`src/rtl/circuit_pkg.sv`:
```
// Shared definitions for the circuit-drawing datapath.
// Holds the default geometry of the node-column table, the search FSM state
// encoding, the request-origin tag and the table entry layout.
package circuit_pkg;

  localparam int NODE_ID_W     = 5;   // node ID width
  localparam int X_W           = 9;   // x-coordinate width (320-pixel screen)
  localparam int MAX_NODES_DEF = 16;  // default number of table entries
  localparam int X_BASE_DEF    = 20;  // default x of entry 0
  localparam int X_STEP_DEF    = 18;  // default pitch between node columns

  typedef enum logic [1:0] {
    ST_IDLE,
    ST_CLEAR,
    ST_SCAN,
    ST_DONE
  } state_t;

  // Which handshake started the current operation; DONE waits on that go only.
  typedef enum logic [1:0] {
    OP_CLEAR,
    OP_A,
    OP_B
  } op_t;

  typedef struct packed {
    logic                 valid;
    logic [NODE_ID_W-1:0] id;
    logic [X_W-1:0]       x;
  } node_entry_t;

endpackage

```
`src/rtl/node_table_regfile.sv`:
```
// Node-ID to x-column table.
// Ports:
//   clk, rst_n          clock, asynchronous active-low reset (invalidates all)
//   wr_en/wr_idx/wr_id/wr_x   synchronous write of one valid entry
//   clr_en/clr_idx      synchronous invalidate of one entry
//   rd_idx/rd_entry     combinational read by index
module node_table_regfile
  import circuit_pkg::*;
#(
  parameter  int DEPTH = MAX_NODES_DEF,
  localparam int AW    = $clog2(DEPTH)
) (
  input  logic                 clk,
  input  logic                 rst_n,
  input  logic                 wr_en,
  input  logic [AW-1:0]        wr_idx,
  input  logic [NODE_ID_W-1:0] wr_id,
  input  logic [X_W-1:0]       wr_x,
  input  logic                 clr_en,
  input  logic [AW-1:0]        clr_idx,
  input  logic [AW-1:0]        rd_idx,
  output node_entry_t          rd_entry
);

  logic [DEPTH-1:0]     valid_q;
  logic [NODE_ID_W-1:0] id_q [DEPTH];
  logic [X_W-1:0]       x_q  [DEPTH];

  // NOTE: only the valid bits are reset; the payload is meaningless while
  // valid is low, so it is left unreset and can map onto plain storage.
  always_ff @(posedge clk or negedge rst_n) begin
    if (!rst_n) begin
      valid_q <= '0;
    end else begin
      if (wr_en)  valid_q[wr_idx]  <= 1'b1;
      if (clr_en) valid_q[clr_idx] <= 1'b0;
    end
  end

  always_ff @(posedge clk) begin
    if (wr_en) begin
      id_q[wr_idx] <= wr_id;
      x_q[wr_idx]  <= wr_x;
    end
  end

  always_comb begin
    rd_entry.valid = valid_q[rd_idx];
    rd_entry.id    = id_q[rd_idx];
    rd_entry.x     = x_q[rd_idx];
  end

endmodule

```
`src/rtl/node_search_unit.sv`:
```
// Node search unit: services clear / node-A / node-B lookups for the
// configure-circuit controller. A lookup scans the node table one entry per
// cycle; an unknown ID gets the next free column, x = X_BASE + n*X_STEP.
// Ports:
//   clk, program_resetn                   clock, asynchronous active-low reset
//   go_reset_data / data_reset_done       table clear handshake
//   go_search_node_A/B, node_A/B_id       lookup requests and IDs
//   node_A/B_found, node_A/B_x, node_A/B_new   lookup results
//   table_full_error                      sticky: allocation with a full table
//   node_count                            number of valid entries
module node_search_unit
  import circuit_pkg::*;
#(
  parameter  int MAX_NODES = MAX_NODES_DEF,
  parameter  int X_BASE    = X_BASE_DEF,
  parameter  int X_STEP    = X_STEP_DEF,
  localparam int CW        = $clog2(MAX_NODES) + 1,
  localparam int AW        = $clog2(MAX_NODES)
) (
  input  logic                 clk,
  input  logic                 program_resetn,
  input  logic                 go_reset_data,
  output logic                 data_reset_done,
  input  logic                 go_search_node_A,
  input  logic                 go_search_node_B,
  input  logic [NODE_ID_W-1:0] node_A_id,
  input  logic [NODE_ID_W-1:0] node_B_id,
  output logic                 node_A_found,
  output logic                 node_B_found,
  output logic [X_W-1:0]       node_A_x,
  output logic [X_W-1:0]       node_B_x,
  output logic                 node_A_new,
  output logic                 node_B_new,
  output logic                 table_full_error,
  output logic [CW-1:0]        node_count
);

  state_t               state_q, state_n;
  op_t                  op_q, op_n;
  logic [CW-1:0]        idx_q, idx_n;
  logic [CW-1:0]        count_q, count_n;
  logic [NODE_ID_W-1:0] id_q, id_n;
  logic                 err_q, err_n;
  logic                 done_q, done_n;
  logic                 a_found_q, a_found_n, b_found_q, b_found_n;
  logic [X_W-1:0]       a_x_q, a_x_n, b_x_q, b_x_n;
  logic                 a_new_q, a_new_n, b_new_q, b_new_n;

  logic                 wr_en, clr_en, go_active;
  logic                 res_valid, res_new;
  logic [X_W-1:0]       res_x, alloc_x;
  node_entry_t          rd_entry;

  node_table_regfile #(.DEPTH(MAX_NODES)) u_table (
    .clk      (clk),
    .rst_n    (program_resetn),
    .wr_en    (wr_en),
    .wr_idx   (count_q[AW-1:0]),
    .wr_id    (id_q),
    .wr_x     (alloc_x),
    .clr_en   (clr_en),
    .clr_idx  (idx_q[AW-1:0]),
    .rd_idx   (idx_q[AW-1:0]),
    .rd_entry (rd_entry)
  );

  // Column of the next allocation, evaluated at X_W width.
  assign alloc_x = X_W'(X_BASE) + X_W'(count_q) * X_W'(X_STEP);

  // The go that launched the current operation; DONE is released when it drops.
  always_comb begin
    go_active = 1'b0;
    case (op_q)
      OP_CLEAR: go_active = go_reset_data;
      OP_A:     go_active = go_search_node_A;
      OP_B:     go_active = go_search_node_B;
      default:  go_active = 1'b0;
    endcase
  end

  always_comb begin
    // NOTE: every target gets a default first so no path can infer a latch.
    state_n   = state_q;
    op_n      = op_q;
    idx_n     = idx_q;
    id_n      = id_q;
    count_n   = count_q;
    err_n     = err_q;
    done_n    = done_q;
    a_found_n = a_found_q;
    b_found_n = b_found_q;
    a_x_n     = a_x_q;
    b_x_n     = b_x_q;
    a_new_n   = a_new_q;
    b_new_n   = b_new_q;
    wr_en     = 1'b0;
    clr_en    = 1'b0;
    res_valid = 1'b0;
    res_x     = '0;
    res_new   = 1'b0;

    unique case (state_q)
      ST_IDLE: begin
        if (go_reset_data) begin
          state_n = ST_CLEAR;
          op_n    = OP_CLEAR;
          idx_n   = '0;
        end else if (go_search_node_A) begin
          state_n = ST_SCAN;
          op_n    = OP_A;
          id_n    = node_A_id;
          idx_n   = '0;
        end else if (go_search_node_B) begin
          state_n = ST_SCAN;
          op_n    = OP_B;
          id_n    = node_B_id;
          idx_n   = '0;
        end
      end

      ST_CLEAR: begin
        clr_en = 1'b1;
        if (idx_q == CW'(MAX_NODES - 1)) begin
          count_n = '0;
          err_n   = 1'b0;
          done_n  = 1'b1;
          state_n = ST_DONE;
        end else begin
          idx_n = idx_q + CW'(1);
        end
      end

      ST_SCAN: begin
        if (go_reset_data) begin
          // A clear request overrides the search: nothing is written.
          state_n = ST_CLEAR;
          op_n    = OP_CLEAR;
          idx_n   = '0;
        end else if (idx_q < count_q) begin
          if (rd_entry.valid && (rd_entry.id == id_q)) begin
            res_valid = 1'b1;
            res_x     = rd_entry.x;
          end else begin
            idx_n = idx_q + CW'(1);
          end
        end else if (count_q < CW'(MAX_NODES)) begin
          wr_en     = 1'b1;
          count_n   = count_q + CW'(1);
          res_valid = 1'b1;
          res_x     = alloc_x;
          res_new   = 1'b1;
        end else begin
          // Full table: flag it but still complete so the controller moves on.
          err_n     = 1'b1;
          res_valid = 1'b1;
        end
      end

      ST_DONE: begin
        if (!go_active) begin
          state_n   = ST_IDLE;
          done_n    = 1'b0;
          a_found_n = 1'b0;
          b_found_n = 1'b0;
        end
      end

      default: state_n = ST_IDLE;
    endcase

    if (res_valid) begin
      state_n = ST_DONE;
      if (op_q == OP_B) begin
        b_found_n = 1'b1;
        b_x_n     = res_x;
        b_new_n   = res_new;
      end else begin
        a_found_n = 1'b1;
        a_x_n     = res_x;
        a_new_n   = res_new;
      end
    end
  end

  // NOTE: state registers use non-blocking assignments so every flop samples
  // the pre-edge value of every other flop.
  always_ff @(posedge clk or negedge program_resetn) begin
    if (!program_resetn) begin
      state_q   <= ST_IDLE;
      op_q      <= OP_CLEAR;
      idx_q     <= '0;
      count_q   <= '0;
      id_q      <= '0;
      err_q     <= 1'b0;
      done_q    <= 1'b0;
      a_found_q <= 1'b0;
      b_found_q <= 1'b0;
      a_x_q     <= '0;
      b_x_q     <= '0;
      a_new_q   <= 1'b0;
      b_new_q   <= 1'b0;
    end else begin
      state_q   <= state_n;
      op_q      <= op_n;
      idx_q     <= idx_n;
      count_q   <= count_n;
      id_q      <= id_n;
      err_q     <= err_n;
      done_q    <= done_n;
      a_found_q <= a_found_n;
      b_found_q <= b_found_n;
      a_x_q     <= a_x_n;
      b_x_q     <= b_x_n;
      a_new_q   <= a_new_n;
      b_new_q   <= b_new_n;
    end
  end

  assign data_reset_done  = done_q;
  assign node_A_found     = a_found_q;
  assign node_B_found     = b_found_q;
  assign node_A_x         = a_x_q;
  assign node_B_x         = b_x_q;
  assign node_A_new       = a_new_q;
  assign node_B_new       = b_new_q;
  assign table_full_error = err_q;
  assign node_count       = count_q;

endmodule

```
`config.mk`:
```
export PLATFORM = sky130hd
export DESIGN_NAME = node_search_unit
export DESIGN_NICKNAME = d
export VERILOG_FILES = /design/src/rtl/circuit_pkg.sv /design/src/rtl/node_table_regfile.sv /design/src/rtl/node_search_unit.sv
export SDC_FILE = /design/constraint.sdc
export NUM_CORES = 1
export LEC_CHECK = 0
export CAP_MARGIN = 20
export CORE_MARGIN = 4
export CORE_UTILIZATION = 61
export CTS_CLUSTER_SIZE = 16
export DETAILED_ROUTE_END_ITERATION = 6
export PLACE_DENSITY_LB_ADDON = 0.25
export SKIP_LAST_GASP = 1
export SYNTH_ARGS = -nofsm -noshare
export SYNTH_HDL_FRONTEND = slang
export SYNTH_SLANG_ARGS = --single-unit
```
`constraint.sdc`:
```
create_clock -name clk -period 4.75 [get_ports clk]
set_clock_uncertainty 0.05 [all_clocks]
set_input_delay 0.475 -clock clk [delete_from_list [all_inputs] [get_ports clk]]
set_output_delay 0.475 -clock clk [all_outputs]
set_load 0.005 [all_outputs]
```
# ---- Yosys cells after proc, flatten, opt, wreduce, memory -nomap -nowiden
# Memory sizes are Yosys's and may differ from the RTL's.
# Cells that the tools add are included.
dict set report word_totals {
  regBits 59
  ram_bits 224
  input_bits 15
  out_inout_bits 29
  wordCells 140
  n_memories 2
}
# memory words width rd rd_ports_with_merged_regs wr line
set mem_list {}
lappend mem_list {u_table.x_q 16 9 1 0 1 node_table_regfile.sv:27} ;# logic [X_W-1:0] x_q [DEPTH];
lappend mem_list {u_table.id_q 16 5 1 0 1 node_table_regfile.sv:26} ;# logic [NODE_ID_W-1:0] id_q [DEPTH];
dict set report classes {
  addsub 3
  mul 1
  order_cmp 6
  n_eq_ne 22
  mux 68
  n_bitwise 5
  reduce_logical 19
}
# operator count
set op_table {}
lappend op_table {{5-bit 2-to-1 mux} 13}
lappend op_table {{9-bit 2-to-1 mux} 5}
lappend op_table {{16-bit 2-to-1 mux} 2}
lappend op_table {{1-bit 2-to-1 mux} 28}
lappend op_table {{2-bit 2-to-1 mux} 10}
lappend op_table {{16-bit AND} 1}
lappend op_table {{2-bit != test, second input constant} 8}
lappend op_table {{16-bit NOT} 1}
lappend op_table {{16-bit OR} 1}
lappend op_table {{3-bit != test, second input constant} 5}
lappend op_table {{5-bit one-hot mux with 3 select lines} 1}
lappend op_table {{5-bit AND reduction} 3}
lappend op_table {{5-bit by 1-bit adder with 5-bit output, second input constant} 2}
lappend op_table {{4-bit by 5-bit less-than comparator with 1-bit output, second input constant} 2}
lappend op_table {{5-bit one-hot mux with 2 select lines} 1}
lappend op_table {{5-bit by 9-bit adder with 9-bit output, first input constant} 1}
lappend op_table {{3-bit AND reduction} 3}
lappend op_table {{1-bit demux with 4-bit select} 2}
lappend op_table {{4-bit by 1-bit greater-or-equal comparator with 1-bit output, second input constant} 2}
lappend op_table {{5-bit by 4-bit multiplier with 8-bit output, second input constant} 1}
lappend op_table {{2-bit one-hot mux with 4 select lines} 1}
lappend op_table {{2-bit nonzero test} 4}
lappend op_table {{2-bit equality test, second input constant} 3}
lappend op_table {{5-bit by 4-bit equality test with 1-bit output, second input constant} 1}
lappend op_table {{other kinds (16)} 23}

# ---- Longest topological paths before layout
# Gate-level depths: netlist of the first run.
dict set report depth {
  ltp_word 9
  mapped_depth 11
  mapped_depth_nobuf 11
}

# ---- Cells and area by module
# From an unflattened synthesis of the first run, not the netlist that was laid out.
dict set report unflattened {
  cells_unflattened 691
  hier_area_um2 12032.8
}
# mod n_inst cells_per_inst area_per_inst_um2 seq_area_each_um2
set by_module_without_submodules {}
lappend by_module_without_submodules {node_table_regfile 1 416 9261.4 7126.8}
lappend by_module_without_submodules {node_search_unit 1 275 2771.4 1076.0}

# ---- Least setup slack after synthesis of the first run
# No wires, ideal clock.
dict set report synth_timing {
  path_type {register to register}
  start {register count_q[2] (netlist: node_count[2])}
  end {memory u_table.id_q[0][0] (enable)}
  arrival_time_ps 3136
  t_required_ps 4280
  slack_ps 1143
  stages_incl_launch_ff 8
  path_buffers 1
  cell_sequence {dfrtp_1 > clkbuf_1 > inv_1 > ha_1 > a21oi_1 > o21ai_0 > nand3_1 > nor4_1}
}
dict set report synth_between {
  elab_chain_cells 7
  word_cells_on_any_way 8
  cone_classes {2 x order compare; 6 x mux}
}
# element line
set synth_rtl {}
lappend synth_rtl {{from (decl)} node_search_unit.sv:41} ;# logic [CW-1:0] count_q, count_n;
lappend synth_rtl {{from (signal assigned)} node_search_unit.sv:206} ;# count_q <= count_n;
lappend synth_rtl {{5-bit less-than comparator} node_search_unit.sv:146} ;# end else if (count_q < CW'(MAX_NODES)) begin
lappend synth_rtl {{1-bit 2-to-1 mux} node_search_unit.sv:146}
lappend synth_rtl {{1-bit 2-to-1 mux} node_search_unit.sv:139} ;# end else if (idx_q < count_q) begin
lappend synth_rtl {{1-bit 2-to-1 mux} node_search_unit.sv:134} ;# if (go_reset_data) begin
lappend synth_rtl {{1-bit 2-to-1 mux} node_search_unit.sv:102} ;# unique case (state_q)
lappend synth_rtl {{1-bit 2-to-1 mux} node_table_regfile.sv:41} ;# if (wr_en) begin
lappend synth_rtl {{1-bit 2-to-1 mux (not written as such)} node_table_regfile.sv:42} ;# id_q[wr_idx] <= wr_id;
lappend synth_rtl {{to (decl)} node_table_regfile.sv:26}
# Several ways; a longest one is shown, not always the timed one.

# ---- Final worst setup path of the first run
dict set report layout_timing {
  start {register count_q[4] (netlist: node_count[4])}
  end {memory u_table.x_q[12][6] (enable)}
}
dict set report layout_between {
  elab_chain_cells 7
  word_cells_on_any_way 8
  cone_classes {2 x order compare; 6 x mux}
}
# element line
set layout_rtl {}
lappend layout_rtl {{5-bit less-than comparator} node_search_unit.sv:146}
lappend layout_rtl {{1-bit 2-to-1 mux} node_search_unit.sv:146}
lappend layout_rtl {{1-bit 2-to-1 mux *} node_search_unit.sv:139}
lappend layout_rtl {{1-bit 2-to-1 mux *} node_search_unit.sv:134}
lappend layout_rtl {{1-bit 2-to-1 mux *} node_search_unit.sv:102}
lappend layout_rtl {{1-bit 2-to-1 mux *} node_table_regfile.sv:41}
lappend layout_rtl {{1-bit 2-to-1 mux (not written as such) *} node_table_regfile.sv:43} ;# x_q[wr_idx] <= wr_x;
lappend layout_rtl {{to (decl)} node_table_regfile.sv:27}
# Every way passes the cells marked *; elsewhere a longest branch is shown, timed or not.

==> results of run 1 <==
==> final cells by class <==
type / instances / area (um^2) / area share
flip-flops and latches: 265 / 7680 / 0.594
multi-input cells: 328 / 3400 / 0.263
clock buffers: 38 / 737 / 0.0571
repair buffers: 69 / 621 / 0.0481
well taps: 229 / 287 / 0.0222
clock inverters: 10 / 104 / 0.00804
inverters: 24 / 90.1 / 0.00698
==> per-stage QoR <==
step            util  hold WS, ps  instance area [um^2]
6_report       0.717         49.0                 12900
5_1_grt        0.717          104                 12900
4_1_cts        0.715         58.9                 12900
3_5_place_dp   0.668          423                 12000
3_3_place_gp   0.668          413                 12000
2_1_floorplan      -          129                 11300
==> cell usage in the layout, fill, tap and decap left out, drive strengths merged, types with 22 or more instances in the layout <==
cell / netlist / final
edfxtp: 208 / 208
mux4: 61 / 61
dfrtp: 57 / 57
clkdlybuf4s50: 0 / 40
clkbuf: 10 / 38
nand2: 37 / 37
buf: 17 / 28
mux2i: 24 / 24
ha: 24 / 24
inv: 23 / 23
nor2: 22 / 22
==> power breakdown <==
part           leakage, nW  switching [mW]  internal (mW)
clock                0.411           0.839           1.19
combinational         1.45           0.939          0.789
sequential            2.62           0.293           2.90
total                 4.49            2.07           4.87
==> layer usage <==
| layer | wire (um) | vias up | global-route usage |
|---|---|---|---|
| met3 | 1420 | 45 | 0.0406 |
| met1 | 9820 | 3236 | 0.345 |
| met5 | 0 | - | 0 |
| met4 | 656 | 0 | 0.0719 |
| met2 | 13300 | 247 | 0.422 |
| li1 | - | 2674 | - |
==> worst paths after layout <==
| check | startpoint | end | cells after the start |
|---|---|---|---|
| worst min register to register | node_B_found | node_B_found | 1 |
| min in group clk | node_B_found | node_B_found | 1 |
| max in group asynchronous | program_resetn | idx_q[0] | 2 |
| worst max register to register | node_count[4] | u_table.x_q[12][6] | 8 |
| worst min-delay path | program_resetn | node_B_x[4] | 2 |
| worst max-delay path | node_count[4] | u_table.x_q[12][6] | 8 |
==> worst max-delay path, stage by stage, from the launching register on <==
cell and delay (ps):
dfrtp_1 760, clkinv_1 500, ha_1 450, nand2_1 60, o21a_1 360, nor3_1 490, nand3_1 230, nor2_1 530
buf_4 300
==> registers in the layout, indices dropped and copies added (netlist names) <==
register / count
u_table.valid_q: 16
state_q: 2
u_table.x_q: 128
id_q: 5
node_B_new: 1
u_table.id_q: 80
node_A_new: 1
node_B_found: 1
op_q: 2
node_count: 5
node_A_found: 1
data_reset_done: 1
table_full_error: 1
node_A_x: 8
idx_q: 5
node_B_x: 8
==> synth_stat cells, types with 2 or more instances <==
| cell | number |
|---|---|
| nor3b_1 | 3 |
| nand3_1 | 4 |
| mux4_2 | 61 |
| o2bb2ai_1 | 4 |
| nand2_1 | 37 |
| a21oi_1 | 17 |
| a21o_1 | 3 |
| o21ai_0 | 15 |
| a22o_1 | 3 |
| buf_4 | 5 |
| nor2_1 | 22 |
| xor2_1 | 5 |
| mux2i_1 | 24 |
| nand2b_1 | 5 |
| edfxtp_1 | 208 |
| clkbuf_1 | 10 |
| a2bb2oi_1 | 11 |
| buf_2 | 6 |
| xnor2_1 | 9 |
| dfrtp_1 | 57 |
| mux2_2 | 19 |
| a22oi_1 | 2 |
| o31ai_1 | 3 |
| nor2b_1 | 8 |
| nor4_1 | 7 |
| o21a_1 | 3 |
| ha_1 | 24 |
| buf_6 | 2 |
| and3_1 | 7 |
| o211ai_1 | 7 |
| nor3_4 | 2 |
| inv_1 | 23 |
| nor3_1 | 5 |
| buf_1 | 4 |
| and2_1 | 2 |
==> cells by family (layout without fill, tap and decap cells) <==
kind of cell | count (synthesis) | after routing | share of synthesized area
AND/OR/NAND/NOR | 103 | 103 | 0.0453
flip-flops | 265 | 265 | 0.682
XOR/XNOR | 14 | 14 | 0.0109
buffers and inverters | 51 | 141 | 0.0207
AO/OA/AOI/OAI | 80 | 80 | 0.0501
other | 1 | 2 | 0.000333
adder cells (fa/ha/maj) | 25 | 25 | 0.0285
multiplexers | 104 | 104 | 0.162
==> results.md, run 1 <==
- Setup WS post-layout: approximately 720 ps
- H-tree levels: 1
- Synthesis-stage register bit count: ~270
- Die footprint: a little over 20000 um^2
- Peak Freq: roughly 250 MHz
- CTS tree: built
- Row cnt: between 40 and 50
- Core Region: between 15000 and 20000 um^2
- I/O Pins: 44
- Post-synth top area share: 0.555
- Hpwl dp: roughly 15 mm
- Fin nets: 754
- Status: complete, no violations
- TritonCTS sink count: between 200 and 300
- Setup violations, final: 0
- Fill count: 1096
- Total track usage: 0.251
- Yosys Warn Count: 0
- Sequential share of the synthesized area: 0.682
- Non-Filler Instances: roughly 960
- Die height: about 140 um
- CP endpoint kind: register
- RSZ-0062 raised after global routing: false
- Initial Util: 0.624
- Syn Std Cell Area: 11300 um^2
- Largest net degree at the start of global routing: 58
- Final hold violations: 0
- Syn_area_per_cell: about 18 um^2
- Initial antenna violation count: 0
- EDFF count, synth: 208
- Setup Buffers After CTS: 0
- Setup TNS Final: 0 ps
- Drt initial violations: 681
- Total grt overflow: 0
- Asr flop ratio synth: 0.215
- Routed WL per cell: between 20 and 30 um
- Post-Syn Instances: around 640
- Period minus WS final: between 4000 and 5000 ps
- Period Utilization, post-route: 0.849
- Yosys cell types: 51
- Relative slew slack: 0.330
- Cell taking the most area after synthesis: edfxtp_1
- Vias in the first global route: roughly 6300
- CTS resizes: 0
- Startpoint types: register
- Clk_lat worst skew: between 500 and 600 ps
- Crit Path Max Fanout: 17
- Ranking of synthesized cells by area: edfxtp_1, dfrtp_1, mux4_2
- Clock root buffer: clkbuf_16
- Placed cells: about 900
- Die Width: 144 um
- CTS buffer count: 26
- Via count: 6202
- Max cap viols: 0
- Worst Tran Pin Value: around 1000 ps
- Final Power: a little under 7 mW
- Area Growth Syn to Fin: 14.8%
- Clock buffer depth: 3
- Critical Path AT: around 4200 ps
- Placer congestion estimate: 0.887
- Leakage: 4.49 nW
- Hold WC Path Type: in2async
- CTS clk-pin slew, worst paths: 60 ps
- N_diodes: 0
- Drc violations: 0
- WS Path Type: reg2reg
- Worst reg-to-reg setup slack: approximately 720 ps
- Worst VDD drop: around 0.52 mV
- Top_reg_cell synth: edfxtp_1
- WP data required: between 4000 and 5000 ps
- First-pass GRT wire length: about 38 mm
- Final Max Tran Viols: 0
- Post-Place Setup Slack: between 600 and 700 ps
- DR vias/cell: ~6.4
- Share of layout cells above drive strength 1: 0.217
- Hold-fix buffers, CTS: 0
- PortBufs: 41
- Pwr per Cell Area: between 500 and 600 nW/um^2
- DRT Pass-1 Iters: 5
- Routed Antenna Nets: 0
- Total wire length: 25.2 mm
No activity file was read; power rests on OpenSTA's default activity.
==> run 2, diff against run 1 <==
clock period = 4.1 ns   (was 4.75 ns; I/O delays follow)
==> results.md, run 2 (synthesized netlist as in run 1, its figures left out) <==
- Status: complete, no violations
- CTS clk-pin slew, worst paths: 60 ps (about the same)
- Final Util: 0.724 (+0.00750)
- Placed cell area: 12100 um^2 (+0.85%)
- Clk_lat worst skew: 530 ps (about the same)
- Total grt overflow: 0 (unchanged)
- TritonCTS sink count: 265 (unchanged)
- Hpwl dp: 16.0 mm (+3.8%)
- DR vias/cell: 6.39 (-0.77%)
- Die footprint: 20700 um^2 (unchanged)
- Final hold violations: 0 (unchanged)
- Critical Path AT: 3770 ps (-440 ps)
- Fin nets: 768 (+1.9%)
- Area Growth Syn to Fin: 16.0%
- DRT Pass-1 Iters: 5 (unchanged)
- Row cnt: 49 (unchanged)
- RSZ-0062 raised after global routing: false
- Drt initial violations: 535 (-21%)
- Drc violations: 0 (unchanged)
- Vias in the first global route: 6484 (+3.3%)
- CP dominant cell by count: mux4_2
- Hold-fix buffers, CTS: 1 (+1)
- WP data required: 4470 ps (-450 ps)
- Critical path's top delay family: multiplexers
- Period Utilization, post-route: 0.830 (-0.0199)
- Max cap viols: 0 (unchanged)
- Worst VDD drop: 0.481 mV (-6.8%)
- Relative slew slack: 0.412 (+0.0820)
- Biggest register: u_table.x_q
- Clock buffer depth: 3 (unchanged)
- Core Region: 18000 um^2 (unchanged)
- Share of layout cells above drive strength 1: 0.234 (+0.0170)
- Most crowded layer after global routing: met2
- Placer congestion estimate: 0.867 (-2.3%)
- Die height: 144 um (unchanged)
- Worst path cell trace: buf_12, buf_4, mux4_2, mux4_2, nand2_1, o21ai_0, mux2_2
- Met2 usage: 0.427 (+0.00539)
- H-tree levels: 1 (unchanged)
- Met1 usage: 0.342 (-0.00349)
- Peak Freq: 294 MHz (+19%)
- I/O Pins: 44 (unchanged)
- CTS buffer count: 27 (+3.8%)
- Setup Buffers After CTS: 0 (unchanged)
- Slowest library cell on the worst path: dfrtp_4
- Total track usage: 0.256 (+0.00502)
- CTS tree: built
- First-pass GRT wire length: 38.8 mm (+1.6%)
- CP endpoint kind: register
- Pwr per Cell Area: 619 nW/um^2 (+15%)
- N_diodes: 0 (unchanged)
- Worst hold margin: 437 ps (+388 ps)
- Final std cell area, no fill: 13100 um^2 (+1.0%)
- CP Buf/Inv Count: 2 (unchanged)
- Routed Antenna Nets: 0 (unchanged)
- Largest net degree at the start of global routing: 39 (-33%)
- Via count: 6250 (+0.77%)
- Period minus WS final: 3400 ps (-634 ps)
- Routing usage on met3: 0.0453 (+0.00466)
- PortBufs: 41 (unchanged)
- Crit Path Max Fanout: 36 (+19)
- Startpoint types: register
- Worst Tran Pin Value: 882 ps (-123 ps)
- Final Max Tran Viols: 0 (unchanged)
- Hold WC Path Type: reg2reg
- CTS resizes: 0 (unchanged)
- Setup violations, final: 0 (unchanged)
- WS Path Type: reg2reg
- Critical Path Max Stage Delay: 670 ps (-90 ps)
- Setup TNS Final: 0 ps (unchanged)
- Die Width: 144 um (unchanged)
- Commonest non-fill, non-tap cell in the layout: edfxtp_1
- Initial antenna violation count: 0 (unchanged)
- Largest regs: u_table.x_q (128), u_table.id_q (80), u_table.valid_q (16)
- Max reg flops: 128 (unchanged)
- Total wire length: 25.7 mm (+1.6%)
- Clock root buffer: clkbuf_16
- Leakage: 4.56 nW (+1.7%)
- Initial Util: 0.624 (unchanged)
- Most frequent cells in the layout: edfxtp_1, mux4_2, dfrtp_1, clkdlybuf4s50_1, buf_4
- Routed WL per cell: 26.2 um (about the same)
run 2: metrics by stage:
step / std cells / worst slack, ps / power, mW
5_1_grt: 978 / 457 / 8.45
4_1_cts: 975 / 652 / 8.10
3_3_place_gp: 924 / 753 / 5.63
2_1_floorplan: 644 / 493 / 4.94
3_5_place_dp: 924 / 664 / 5.72
6_report: 978 / 699 / 8.08
run 2: path summary, 6_finish.rpt:
check | startpoint | endpoint | cells past startpoint | slack [ps]
setup / recovery | idx_q[0] | node_A_x[5] | 7 | 700
hold / removal | node_B_found | node_B_found | 1 | 440
setup reg to reg | idx_q[0] | node_A_x[5] | 7 | 700
hold reg to reg | node_B_found | node_B_found | 1 | 440
max in group asynchronous | program_resetn | u_table.valid_q[3] | 3 | 2670
min in group asynchronous | program_resetn | node_B_x[6] | 2 | 490
run 2: area by class of cell:
cell class	instances	area, um^2
Sequential cell	265	7680
Fill cell	1086	4970
Multi-Input combinational cell	328	3400
Clock buffer	39	761
Timing Repair Buffer	82	728
Tap cell	229	287
Clock inverter	11	108
Inverter	24	90.1
run 2: routing by layer:
metal,share of wire,wire [um],up-vias
li1,-,-,2700
met1,0.38,9820,3203
met4,0.042,1070,0
met3,0.067,1730,75
met5,0,0,-
met2,0.51,13000,272
run 2: power breakdown:
part | switching [mW] | total, mW | internal (mW)
logic | 1.10 | 2.03 | 0.932
clock network | 0.983 | 2.39 | 1.41
registers | 0.296 | 3.65 | 3.36
total | 2.38 | 8.08 | 5.70
